--- src/rtl/hsi_tx_scheduler.sv ---
// hsi_tx_scheduler: grants the shared HSI coder to one of five sources, then CRC, then an enforced line gap
module hsi_tx_scheduler #(
  parameter int GAP_CYCLES = 16,
  parameter int TIMEOUT    = 65535
) (
  input  logic       clk,
  input  logic       n_rst,
  input  logic       en,
  input  logic [4:0] req,
  input  logic       msg_end,
  input  logic       crc_done,
  input  logic       cd_busy,
  output logic [5:0] sel,
  output logic [4:0] grant,
  output logic       busy,
  output logic       abort
);
  typedef enum logic [1:0] {IDLE, SEND, CRC, GAP} state_t;
  state_t      state_q;
  logic [5:0]  sel_q;
  logic [4:0]  grant_q;
  logic        busy_q;
  logic        abort_q;
  logic [2:0]  rr_q;
  logic [2:0]  rr_d;
  logic [4:0]  win_d;
  logic [1:0]  p;
  logic [2:0]  idx;
  logic [15:0] wd_q;
  logic [7:0]  gap_q;
  logic        wd_exp;
  logic        gap_last;
  assign sel      = sel_q;
  assign grant    = grant_q;
  assign busy     = busy_q;
  assign abort    = abort_q;
  assign wd_exp   = wd_q == 16'(TIMEOUT - 1);
  assign gap_last = gap_q == 8'(GAP_CYCLES - 1);
  // TM wins outright; otherwise the first request at or after rr_q among 1..4, cyclically
  always_comb begin
    win_d = '0;
    rr_d  = rr_q;
    p     = '0;
    idx   = '0;
    if (req[0]) win_d = 5'b00001;
    else for (int i = 0; i < 4; i++) begin
      p   = rr_q[1:0] + 2'(i) - 2'd1;
      idx = {1'b0, p} + 3'd1;
      if (win_d == '0 && req[idx]) begin
        win_d[idx] = 1'b1;
        rr_d       = (idx == 3'd4) ? 3'd1 : idx + 3'd1;
      end
    end
  end
  // Scheduler FSM with registered outputs, watchdog and gap counter
  always_ff @(posedge clk or negedge n_rst) begin
    if (!n_rst) begin
      state_q <= IDLE;
      sel_q   <= '0;
      grant_q <= '0;
      busy_q  <= 1'b0;
      abort_q <= 1'b0;
      rr_q    <= 3'd1;
      wd_q    <= '0;
      gap_q   <= '0;
    end else begin
      grant_q <= '0;
      abort_q <= 1'b0;
      case (state_q)
        IDLE: if (en && req != '0) begin
          state_q <= SEND;
          sel_q   <= {1'b0, win_d};
          grant_q <= win_d;
          rr_q    <= rr_d;
          busy_q  <= 1'b1;
          wd_q    <= '0;
        end
        SEND: begin
          wd_q <= wd_q + 16'd1;
          if (msg_end) begin
            state_q <= CRC;
            sel_q   <= 6'b100000;
          end else if (wd_exp) begin
            state_q <= GAP;
            sel_q   <= '0;
            abort_q <= 1'b1;
            gap_q   <= '0;
          end
        end
        CRC: begin
          wd_q <= wd_q + 16'd1;
          if (crc_done || wd_exp) begin
            state_q <= GAP;
            sel_q   <= '0;
            abort_q <= !crc_done;
            gap_q   <= '0;
          end
        end
        default: if (!cd_busy) begin
          if (gap_last) begin
            state_q <= IDLE;
            busy_q  <= 1'b0;
          end else gap_q <= gap_q + 8'd1;
        end
      endcase
    end
  end
endmodule

--- config.mk ---
export PLATFORM = sky130hd
export DESIGN_NAME = hsi_tx_scheduler
export DESIGN_NICKNAME = d
export VERILOG_FILES = /design/src/rtl/hsi_tx_scheduler.sv
export SDC_FILE = /design/constraint.sdc
export NUM_CORES = 1
export LEC_CHECK = 0
export CAP_MARGIN = 10
export CORE_AREA = 2 2 77 79
export DETAILED_ROUTE_END_ITERATION = 10
export DIE_AREA = 0 0 79 81
export HOLD_SLACK_MARGIN = 0.06
export PLACE_DENSITY = 0.7
export SYNTH_ARGS = -nofsm -noshare
export SYNTH_HDL_FRONTEND = slang
export SYNTH_SLANG_ARGS = --single-unit
--- constraint.sdc ---
create_clock -name clk -period 4.55 [get_ports clk]
set_clock_uncertainty 0.1 [all_clocks]
set_input_delay 0.91 -clock clk [delete_from_list [all_inputs] [get_ports clk]]
set_output_delay 0.91 -clock clk [all_outputs]
set_load 0.01 [all_outputs]
==> summary.md, run 1 <==
| Metric | Value |
|---|---|
| RSZ-0062 raised after global routing | false |
| XOR/XNOR Fraction of Synth Area | 2.680% |
| Row count | 28 |
| Final nets | 380 |
| Fmax | around 260 MHz |
| Die area | ~0.0064 mm2 |
| Setup violators final | 0 |
| CTS tree | done |
| Overflow after GRT | 0 |
| Routability Congestion | 0.8895 |
| Post-synthesis sequential area ratio | 34.92% |
| Clk_lat worst skew | 0.30 ns |
| Initial core utilization | 51.83% |
| Netlist cell types | 68 |
| Min cycle time layout | 3.839 ns |
| Asr flop ratio synth | 100.0% |
| Worst hold path type | reg -> reg |
| Ys flop type | dfrtp_1 |
| Routed vias/inst | 5.995 |
| Worst-path clk slew | roughly 0.080 ns |
| Antenna violations before repair | 0 |
| Avg WL per Cell | 15.61 um |
| Leakage power | 0.001343 uW |
| Total track usage | a little over a fifth |
| Slew Limit Fails | 0 |
| Startpoint Class | flop |
| Simple-Gate Fraction of Synth Area | 25.10% |
| Slew margin rel. | 39.46% |
| Drt first pass iters | 5 |
| Synth warnings | 0 |
| Avg Inst Size Synth | 8.807 um2 |
| Crit path required time | 4.64 ns |
| Pin count of the biggest net entering global routing | 42 |
| CTS HTree Levels | 2 |
| Drt total wl | 6.711 mm |
| Layout area overhead | 12.89% |
| Worst EP arrival | 3.93 ns |
| Top post-synthesis cells by count | dfrtp_1, nand2_1, o21ai_0, nor2_1, ha_1 |
| Top cell type by total area after synthesis | dfrtp_1 |
| Post-synth EDFFs | 0 |
| Post-CTS Hold Buffers | 0 |
| Cells after Synth | 334 |
| N_diodes | 0 |
| Die X | ~79 um |
| DRT iter0 DRCs | between 100 and 150 |
| Power Density | 670.6 mW/mm2 |
| Via count of the routed design | ~2600 |
| Status | finished, final reports clean |
| Post-synthesis mux area share | under 10% |
| Core area | about 0.0057 mm2 |
| Number of fill cells | 553 |
| Setup TNS | 0 ns |
| Worst-margin pin slew | 0.9081 ns |
| HPWL Detailed | 4.891 mm |
| Share of the synthesized area in the top cell type | 34.03% |
| Main combinational cell family by area after synthesis | simple AND/OR/NAND/NOR gates |
| # DRC | 0 |
| CP Max Fanout | 20 |
| Final hold vios | 0 |
| Final ANT Viol Nets | 0 |
| CP Capture Type | flop |
| I/O Buffers | 23 |
| Postcts setup bufs | 0 |
| CTS resizes | 0 |
| Number of buffers created by CTS | 5 |
| Adder-cell share of the synthesized area | 6.380% |
| Bufs on Longest Clock Path | 2 |
| Boundary Pins | 24 |
| First-pass GRT wire length | 11.29 mm |
| Yosys reg bits | 41 |
| Vias in the first global route | ~2400 |
| Clock sinks | slightly above 40 |
| Top cells by area, synth | dfrtp_1, ha_1, o21ai_0 |
| Root Driver | clkbuf_8 |
| Max cap viols | 0 |
| Fin crit share | 84.37% |
| Critical Setup Path Class | reg -> reg |
| Max VDD drop | 0.3813 mV |
| Synth Net Count | 360 |
| Die Ht | 81 um |
| Layout cells sized above 1 | 9.859% |
| Fin Hold WS | roughly 0.4 ns |
| Synth Area in Compound Gates | a little under a quarter |
| Core Util, Final | 58.51% |
| Mapped Area | approximately 0.0029 mm2 |
[power breakdown]
group | total [uW] | switching [uW] | internal (uW)
Sequential | 582 | 120 | 462
Combinational | 1350 | 817 | 532
Clock | 296 | 132 | 164
Total | 2230 | 1070 | 1160
[metrics by stage]
step                cells  total power (uW)  worst slack [ns]  instance area (um2)
floorplan             334              1617             1.160                 2942
global placement      422              1901            0.7625                 3206
detailed placement    422              1929            0.7167                 3206
CTS                   430              2231            0.7267                 3321
global route          430              2416            0.4292                 3321
finish                430              2227            0.7111                 3321
[cells by family after synthesis]
logic type	Yosys count
AO/OA/AOI/OAI	96
XOR/XNOR	9
buffers and inverters	23
flip-flops	41
AND/OR/NAND/NOR	141
multiplexers	9
adder cells (fa/ha/maj)	15
[per-layer routing]
layer  part of all wire (%)  vias to the layer above  global-route usage [%]  wire length [um]
li1                       -                     1264                       -                 -
met1                     44                     1239                   28.26              2984
met2                     50                       61                   37.46              3326
met3                    3.2                       14                   2.333               215
met4                    2.7                        0                   10.00               184
met5                      0                        -                       0                 0
[worst max-delay path, stage by stage, from the launching register on]
cell	delay [ns]
dfstp_2	0.83
inv_1	0.26
ha_1	0.51
or2_1	0.31
o22ai_2	0.31
a21oi_2	0.13
o211a_4	0.28
and3b_4	0.20
a211oi_4	0.31
nand3_2	0.14
a221o_1	0.33
[sequential cells by signal, indices dropped and copies added (netlist names)]
signal,count
state_q,2
gap_q,8
rr_q,2
wd_q,16
busy,1
abort,1
sel,6
grant,5
[layout by cell type, fill, tap and decap left out, types with 3 or more instances in the layout]
cell / count
a21o_1: 7
a21oi_1: 14
a221o_1: 3
a22o_1: 3
a22oi_1: 3
a31oi_1: 4
clkbuf_8: 5
clkdlybuf4s50_1: 22
dfrtp_1: 40
ha_1: 15
inv_1: 13
mux2i_1: 5
nand2_1: 40
nand2b_1: 3
nand3_1: 14
nand3b_1: 3
nand4_1: 6
nor2_1: 28
nor3_1: 14
o211ai_1: 4
o21ai_0: 31
o31ai_1: 3
or2_2: 3
or3_1: 5
xor2_1: 7
[final timing paths]
path                          from  endpoint  slack, ns  depth (start not counted)
max                        rr_q[0]   rr_q[1]       0.71                         10
max reg2reg                rr_q[0]   rr_q[1]       0.71                         10
min reg2reg                 sel[4]    sel[4]       0.39                          2
min                         sel[4]    sel[4]       0.39                          2
min in group asynchronous    n_rst  gap_q[4]       0.63                          1
max in group asynchronous    n_rst  grant[1]       3.15                          1
[cell type report]
cell class / instances / area, um2 / area share [%]
multi-input cells: 270 / 1810 / 54.52
well taps: 75 / 93.84 / 2.826
clock buffers: 5 / 68.82 / 2.072
flip-flops and latches: 41 / 1027 / 30.93
inverters: 13 / 48.80 / 1.469
repair buffers: 23 / 225.2 / 6.782
clock inverters: 3 / 46.29 / 1.394
No activity file was read; power rests on OpenSTA's default activity.
==> run 2, diff against run 1 <==
CORE_AREA = 2 2 78 80   (was 2 2 77 79)
DIE_AREA = 0 0 80 82   (was 0 0 79 81)
PLACE_DENSITY = 0.71   (was 0.7)
clock period = 3.5 ns   (was 4.55 ns; I/O delays follow)
==> run 2 against run 1 <==
Effect of this change:
- clock power rose by 11%
- clock-buffer cell count rose by 1
- core utilization rose by 0.40 points
- combinational power rose by 37%
- critical path depth did not move
- via count rose by 0.78%
- sequential power rose by 26%
- sequential share of layout area fell by 0.58 points
- register-to-register slack got worse by 0.50 ns
- cell count rose by 2.6%
- maximum frequency rose by 17%
- critical endpoint unchanged
- highest routed layer unchanged
==> summary.md, run 2 (synthesized netlist as in run 1, its figures left out) <==
| Metric | Value |
|---|---|
| Fin crit share | 94.04% (was 84.37%) |
| Clock sinks | 41 (unchanged) |
| Total track usage | 21.78% (was 21.97%) |
| Final ANT Viol Nets | 0 (unchanged) |
| Via count of the routed design | 2598 (was 2578) |
| Setup violators final | 0 (unchanged) |
| Bufs on Longest Clock Path | 2 (unchanged) |
| Vias in the first global route | 2400 (was 2398) |
| RSZ-0062 raised after global routing | false (unchanged) |
| Max FFs per register | 16 (unchanged) |
| Final hold vios | 0 (unchanged) |
| Fin Hold WS | 0.3943 ns (was 0.3884 ns) |
| I/O Buffers | 23 (unchanged) |
| WP depth | 10 (unchanged) |
| CP Capture Type | flop (unchanged) |
| Worst path slowest cell | dfstp_2 (unchanged) |
| CTS resizes | 0 (unchanged) |
| DRT iter0 DRCs | 147 (was 125) |
| Overflow after GRT | 0 (unchanged) |
| Post-CTS Hold Buffers | 0 (unchanged) |
| Reg2reg start | rr_q[0] (unchanged) |
| Fmax | 303.8 MHz (was 260.5 MHz) |
| Worst-path clk slew | 0.08 ns (about the same) |
| Core area | 0.005746 mm2 (was 0.005675 mm2) |
| HPWL Detailed | 4.986 mm (was 4.891 mm) |
| Boundary Pins | 24 (unchanged) |
| Largest Register | wd_q (unchanged) |
| # DRC | 0 (unchanged) |
| CP startpoint | rr_q[0] (unchanged) |
| Power Density | 858.5 mW/mm2 (was 670.6 mW/mm2) |
| Antenna violations before repair | 0 (unchanged) |
| FF-to-FF path depth | 10 (unchanged) |
| Tot Pwr | 2906 uW (was 2227 uW) |
| Die Ht | 82 um (was 81 um) |
| R2R Setup Slk | 0.21 ns (was 0.71 ns) |
| Worst hold path type | reg -> reg (unchanged) |
| Commonest non-fill, non-tap cells in the layout | nand2_1, dfrtp_1, o21ai_0 (unchanged) |
| Die area | 0.006560 mm2 (was 0.006399 mm2) |
| CTS tree | done (unchanged) |
| Die X | 80 um (was 79 um) |
| N_diodes | 0 (unchanged) |
| Number of buffers created by CTS | 5 (unchanged) |
| Layout area overhead | 15.06% (was 12.89%) |
| Critical Path Sink | rr_q[1] (unchanged) |
| Routability Congestion | 0.8723 (was 0.8895) |
| Pin count of the biggest net entering global routing | 42 (unchanged) |
| Setup slack at placement | 0.1311 ns (was 0.7167 ns) |
| Min cycle time layout | 3.291 ns (was 3.839 ns) |
| Slew margin rel. | 39.78% (was 39.46%) |
| Final nets | 391 (was 380) |
| Max cap viols | 0 (unchanged) |
| Crit path required time | 3.58 ns (was 4.64 ns) |
| Root Driver | clkbuf_8 (unchanged) |
| Cells along the critical path | inv_1 > ha_1 > or2_1 > o22ai_2 > a21oi_2 > o211a_4 > and3b_4 > a211oi_4 > nand3_2 > a221o_1 (unchanged) |
| Drt first pass iters | 5 (unchanged) |
| Slew Limit Fails | 0 (unchanged) |
| Critical Setup Path Class | reg -> reg (unchanged) |
| Core Util, Final | 58.91% (was 58.51%) |
| Initial core utilization | 51.20% (was 51.83%) |
| CTS HTree Levels | 2 (unchanged) |
| Layout cells sized above 1 | 12.57% (was 9.859%) |
| Leakage power | 0.001391 uW (was 0.001343 uW) |
| Clk_lat worst skew | 0.30 ns (about the same) |
| Drt total wl | 6.740 mm (was 6.711 mm) |
| CP Max Fanout | 7 (was 20) |
| Avg WL per Cell | 15.28 um (was 15.61 um) |
| Status | finished, final reports clean (unchanged) |
| Reg2Reg Capture Point | rr_q[1] (unchanged) |
| CP Buf/Inv Count | 1 (unchanged) |
| Setup TNS | 0 ns (unchanged) |
| Max VDD drop | 0.7017 mV (was 0.3813 mV) |
| CP peak stage delay | 0.62 ns (was 0.83 ns) |
| Worst EP arrival | 3.38 ns (was 3.93 ns) |
| Worst-margin pin slew | 0.9034 ns (was 0.9081 ns) |
| Family with the most delay on the worst path | compound AO/OA/AOI/OAI gates (unchanged) |
| Startpoint Class | flop (unchanged) |
| Postcts setup bufs | 0 (unchanged) |
| Row count | 28 (unchanged) |
| Routed vias/inst | 5.891 (was 5.995) |
| Worst Slack Setup Final | 0.2088 ns (was 0.7111 ns) |
| First-pass GRT wire length | 11.36 mm (was 11.29 mm) |
-- run 2: layout make-up --
cell class | count | area, um2
Fill cell | 544 | 2361
Multi-Input combinational cell | 270 | 1810
Tap cell | 75 | 93.84
Clock buffer | 6 | 82.58
Timing Repair Buffer | 34 | 307.8
Inverter | 13 | 48.80
Clock inverter | 2 | 13.76
Sequential cell | 41 | 1027
-- run 2: worst min-delay path by stage --
stage / startpoint / to / slack [ns] / depth (start not counted)
final: sel[4] / sel[4] / 0.39 / 2
after global routing: sel[4] / sel[4] / 0.42 / 2
after CTS: sel[4] / sel[4] / 0.40 / 2
after detailed placement: sel[4] / sel[4] / 0.38 / 2
after global placement: sel[5] / sel[5] / 0.37 / 2
after floorplan: n_rst / abort / 0.30 / 0
-- run 2: per-stage QoR --
stage               instances  cell area, um2
global placement          433            3288
finish                    441            3385
floorplan                 334            2942
CTS                       441            3385
global route              441            3385
detailed placement        433            3288
-- run 2: routing by layer --
metal,vias up,track usage [%],wire length [um]
li1,1295,-,-
met1,1249,27.40,3063
met2,48,38.00,3388
met3,6,2.857,217
met4,0,8.644,70
met5,-,0,0
-- run 2: report_power, final --
group          switching (uW)  internal [uW]
clock                     168            160
sequential                131            601
combinational            1100            747
total                    1400           1510
-- run 2: worst register-to-register path: stages (launching register included) --
cell and delay, ns:
dfstp_2 0.62, inv_1 0.09, ha_1 0.37, or2_1 0.28, o22ai_2 0.32, a21oi_2 0.13
o211a_4 0.28, and3b_4 0.20, a211oi_4 0.31, nand3_2 0.15, a221o_1 0.34
